--- src/rtl/pulse_meter.sv ---
// pulse_meter: measures period (rise to rise) and high time (rise to fall) of a pulse train.
// Define PULSE_METER_SYNC_EN to insert a two-flop input synchronizer (adds 2 cycles of latency).
module pulse_meter #(
  parameter int unsigned WIDTH = 8
) (
  input  logic             clock,
  input  logic             reset,
  input  logic             signal,
  output logic [WIDTH-1:0] period,
  output logic [WIDTH-1:0] high,
  output logic             valid,
  output logic             overflow
);

  typedef enum logic [1:0] {StIdle, StHigh, StLow} state_e;

  localparam logic [WIDTH-1:0] CntMax = '1;
  localparam logic [WIDTH-1:0] CntOne = WIDTH'(1);

  logic sig_in;

`ifdef PULSE_METER_SYNC_EN
  logic sync1_q, sync2_q;

  always_ff @(posedge clock or negedge reset) begin
    if (!reset) begin
      sync1_q <= 1'b0;
      sync2_q <= 1'b0;
    end else begin
      sync1_q <= signal;
      sync2_q <= sync1_q;
    end
  end

  assign sig_in = sync2_q;
`else
  assign sig_in = signal;
`endif

  state_e           state_q, state_d;
  logic             s_q, s_d, s_prev_q, s_prev_d;
  logic [WIDTH-1:0] cnt_p_q, cnt_p_d, cnt_h_q, cnt_h_d;
  logic             ovf_q, ovf_d;
  logic [WIDTH-1:0] period_q, period_d, high_q, high_d;
  logic             valid_q, valid_d, overflow_q, overflow_d;

  logic             rise, fall;
  logic             p_sat, h_sat;
  logic [WIDTH-1:0] p_inc, h_inc;

  assign rise  = s_q & ~s_prev_q;
  assign fall  = ~s_q & s_prev_q;
  assign p_sat = (cnt_p_q == CntMax);
  assign h_sat = (cnt_h_q == CntMax);
  // Saturating increments; a blocked increment is recorded in ovf.
  assign p_inc = p_sat ? CntMax : cnt_p_q + CntOne;
  assign h_inc = h_sat ? CntMax : cnt_h_q + CntOne;

  always_comb begin
    s_d        = sig_in;
    s_prev_d   = s_q;
    state_d    = state_q;
    cnt_p_d    = cnt_p_q;
    cnt_h_d    = cnt_h_q;
    ovf_d      = ovf_q;
    period_d   = period_q;
    high_d     = high_q;
    overflow_d = overflow_q;
    valid_d    = 1'b0;

    case (state_q)
      StIdle: begin
        if (rise) begin
          state_d = StHigh;
          cnt_p_d = CntOne;
          cnt_h_d = CntOne;
          ovf_d   = 1'b0;
        end
      end
      StHigh: begin
        cnt_p_d = p_inc;
        if (fall) begin
          ovf_d   = ovf_q | p_sat;
          state_d = StLow;
        end else begin
          cnt_h_d = h_inc;
          ovf_d   = ovf_q | p_sat | h_sat;
        end
      end
      StLow: begin
        if (rise) begin
          period_d   = cnt_p_q;
          high_d     = cnt_h_q;
          overflow_d = ovf_q;
          valid_d    = 1'b1;
          cnt_p_d    = CntOne;
          cnt_h_d    = CntOne;
          ovf_d      = 1'b0;
          state_d    = StHigh;
        end else begin
          cnt_p_d = p_inc;
          ovf_d   = ovf_q | p_sat;
        end
      end
      default: state_d = StIdle;
    endcase
  end

  always_ff @(posedge clock or negedge reset) begin
    if (!reset) begin
      state_q    <= StIdle;
      s_q        <= 1'b0;
      s_prev_q   <= 1'b0;
      cnt_p_q    <= '0;
      cnt_h_q    <= '0;
      ovf_q      <= 1'b0;
      period_q   <= '0;
      high_q     <= '0;
      valid_q    <= 1'b0;
      overflow_q <= 1'b0;
    end else begin
      state_q    <= state_d;
      s_q        <= s_d;
      s_prev_q   <= s_prev_d;
      cnt_p_q    <= cnt_p_d;
      cnt_h_q    <= cnt_h_d;
      ovf_q      <= ovf_d;
      period_q   <= period_d;
      high_q     <= high_d;
      valid_q    <= valid_d;
      overflow_q <= overflow_d;
    end
  end

  assign period   = period_q;
  assign high     = high_q;
  assign valid    = valid_q;
  assign overflow = overflow_q;

endmodule
--- config.mk ---
export PLATFORM = sky130hd
export DESIGN_NAME = pulse_meter
export DESIGN_NICKNAME = d
export VERILOG_FILES = /design/src/rtl/pulse_meter.sv
export SDC_FILE = /design/constraint.sdc
export NUM_CORES = 1
export LEC_CHECK = 0
export BUFFER_PORTS_ARGS = -buffer_cell sky130_fd_sc_hd__buf_2
export CORE_MARGIN = 10
export CORE_UTILIZATION = 62
export CTS_CLUSTER_DIAMETER = 120
export DETAILED_ROUTE_END_ITERATION = 12
export PLACE_DENSITY = 0.84
export SLEW_MARGIN = 20
export SYNTH_ARGS = -nofsm -noshare
export SYNTH_HDL_FRONTEND = slang
export SYNTH_SLANG_ARGS = --single-unit
--- constraint.sdc ---
create_clock -name clock -period 4.3 [get_ports clock]
set_clock_uncertainty 0.2 [all_clocks]
set_input_delay 0.215 -clock clock [delete_from_list [all_inputs] [get_ports clock]]
set_output_delay 0.215 -clock clock [all_outputs]
set_load 0.005 [all_outputs]
==> results.json <==
{
  "via_per_inst": 6.12,
  "critPathBufInv": 1,
  "worst_pin_slew_ns": 0.836,
  "vias": 1488,
  "synth.distinct_cells": 38,
  "outcome": "complete, no violations",
  "clockBufferDepth": 2,
  "power.internal_w": 0.000626,
  "final_cell_count_no_fill": 243,
  "fin_area_um2": 2130,
  "drc": 0,
  "crit_chain": "inv_1 > ha_1 > nand2_1 > mux2_2",
  "io_pins": 21,
  "worstPathRequired_ns": 4.32,
  "r2r_slack_ns": 2.12,
  "clock_latency_ns": 0.34,
  "leakagePower_nw": 1.05,
  "synthTopCellsByArea": "dfrtp_1 (50%), mux2_2 (9.2%), ha_1 (3.8%)",
  "synth_top_area_share_pct": 50.0,
  "switchingPower_w": 0.000350,
  "post_cts_buffers": 0,
  "numCtsBuffers": 5,
  "final_common_cell": "dfrtp_1",
  "ant_nets": 0,
  "max_stage_delay_ns": 0.54,
  "rows": 20,
  "syn_nets": 186,
  "pre_cts_slack_ns": 2.11,
  "power.share.switching_pct": 35.8,
  "setup_viol": 0,
  "firstDrtPassIters": 4,
  "clkTransAtPathRegs_ns": 0.11,
  "cts_tree": "yes",
  "grt_overflow": 0,
  "hold_class": "primary input to asynchronous set/reset pin",
  "cap_violations": 0,
  "worst_hold_slack_ns": 0.291,
  "dieHeight_um": 76.1,
  "htree_levels": 2,
  "layout_worst_path_cycle_share_pct": 50.6,
  "ys.flop_type": "dfrtp_1",
  "grt_first_pass_wirelength_um": 6730,
  "grt.total_usage_pct": 13.9,
  "root_buffer": "clkbuf_4",
  "gp_congestion": 0.932,
  "layout_setup_ws_ns": 2.12,
  "drt-initial-drc-count": 192,
  "wl_um": 3870,
  "fmax_mhz": 460,
  "slew_headroom_pct": 44.2,
  "period_minus_slack_ns": 2.18,
  "nNetsFinal": 208,
  "syn_area_per_cell_um2": 11.0,
  "reg2reg_from": "state_q[0]",
  "wl_per_cell_um": 15.9,
  "worstPathMaxFanout": 21,
  "coreArea_um2": 3030,
  "ir_drop_mv": 0.251,
  "synth-async-reset-ratio_pct": 100,
  "post-dp-hpwl_um": 2800,
  "first_global_vias": 1499,
  "initial_utilization_pct": 64.5,
  "synth-seq-cells": 39,
  "grt_start_max_net_pins": 40,
  "r2r_end": "high[0]",
  "path_class": "flop to flop",
  "p_clk_share_pct": 18.7,
  "clkSinkCount": 39,
  "p_per_area_nw_per_um2": 458,
  "finalSetupTns_ns": 0,
  "fp.dieW_um": 76.1,
  "startpoint_type": "flop",
  "cp_slowest_cell": "nand2_1",
  "pwr-share-seq_pct": 47.8,
  "syn_area_um2": 1950,
  "endpoint_kind": "flop",
  "postCtsResizedCells": 0,
  "yosys.area.top_type": "dfrtp_1",
  "crit_start": "state_q[0]",
  "dpl-instance-area_um2": 2050,
  "drv_slew": 0,
  "synth_cells": 177,
  "synth_edf_count": 0,
  "layout-drive-gt1-share_pct": 24.6,
  "rsz0062_at_grt": "no",
  "area_growth_pct": 9.17,
  "p_comb_share_pct": 33.5,
  "cp_top_family": "simple AND/OR/NAND/NOR gates",
  "mostFrequentLayoutCells": "dfrtp_1 (39), buf_2 (20), mux2_2 (16), o21ai_0 (15), nand2_1 (12)",
  "antenna_found_initial": 0,
  "hold_viol": 0,
  "path_depth": 4,
  "antenna-diode-count": 0,
  "cp.arrival_ns": 2.20,
  "ff2ff_path_depth": 4,
  "fp.dieArea_um2": 5790,
  "yosysSeqAreaShare_pct": 50.0,
  "dp_cells": 234,
  "io_buffers": 20,
  "ys.warnings.count": 0
}
power groups by stage:
stage / Combinational, W / Clock [W] / Sequential [W]
final: 0.000327 / 0.000183 / 0.000466
after global routing: 0.000369 / 0.000209 / 0.000472
after CTS: 0.000327 / 0.000192 / 0.000464
after detailed placement: 0.000324 / 0 / 0.000472
after global placement: 0.000304 / 0 / 0.000466
after floorplan: 0.000266 / 0 / 0.000462
worst max-delay path by stage:
stage	slack, ns	endpoint
2_1_floorplan	2.46	cnt_h_q[2]
3_3_place_gp	2.20	period[3]
3_5_place_dp	2.11	period[1]
4_1_cts	2.10	period[1]
5_1_grt	1.97	cnt_p_q[3]
6_report	2.12	high[0]
Yosys cell counts (all sizes together) (2+ instances only):
master,number
inv,8
ha,6
a22o,7
o31ai,6
dfrtp,39
mux2,16
nor2,6
a21oi,8
nand2b,3
nand2,12
o21ai,16
nor3,2
o22a,3
buf,7
nand3,8
and3,7
a311oi,2
and4,2
a31oi,4
o22ai,2
cells by family (layout without fill, tap and decap cells):
kind of cell,count (synthesis),after routing,synth area share (%)
DFF,39,39,50.0
AOI/OAI and AO/OA,54,54,19.2
buffers and inverters,15,37,4.23
and+or+nand+nor,46,46,12.9
adders and majority gates,6,6,3.85
muxes,17,17,9.74
per-stage QoR:
step                util [%]  total power, W
finish                  70.4        0.000976
global route            70.4         0.00105
CTS                     70.4        0.000983
detailed placement      67.9        0.000796
global placement        67.9        0.000770
floorplan                  -        0.000728
cell type report:
class | instances | area, um^2
Fill cell | 224 | 897
Inverter | 8 | 30.0
Timing Repair Buffer | 22 | 120
Multi-Input combinational cell | 123 | 893
Clock inverter | 1 | 5.00
Clock buffer | 6 | 51.3
Tap cell | 44 | 55.1
Sequential cell | 39 | 976
routing by layer:
metal	global-route usage (%)	vias to the layer above	share of wire (%)	wire (um)
met3	4.60	6	5.3	204
met5	0	-	0	0
li1	-	704	-	-
met1	15.5	734	41	1610
met4	7.25	0	1.4	53
met2	23.0	44	52	2010
state kept, by name, summed over array words and instances (netlist names):
name and flops:
cnt_h_q 8, cnt_p_q 8, high 8, overflow 1, ovf_q 1, period 8
s_prev_d 1, s_prev_q 1, state_q 2, valid 1
repair_timing:
| action | 4_1_cts | 5_1_grt |
|---|---|---|
| hold buffers | 2 | 0 |
| endpoints found under the hold margin | 40 | 0 |
| setup endpoints to repair | 0 | 0 |
Power figures use the tool's default switching activity.
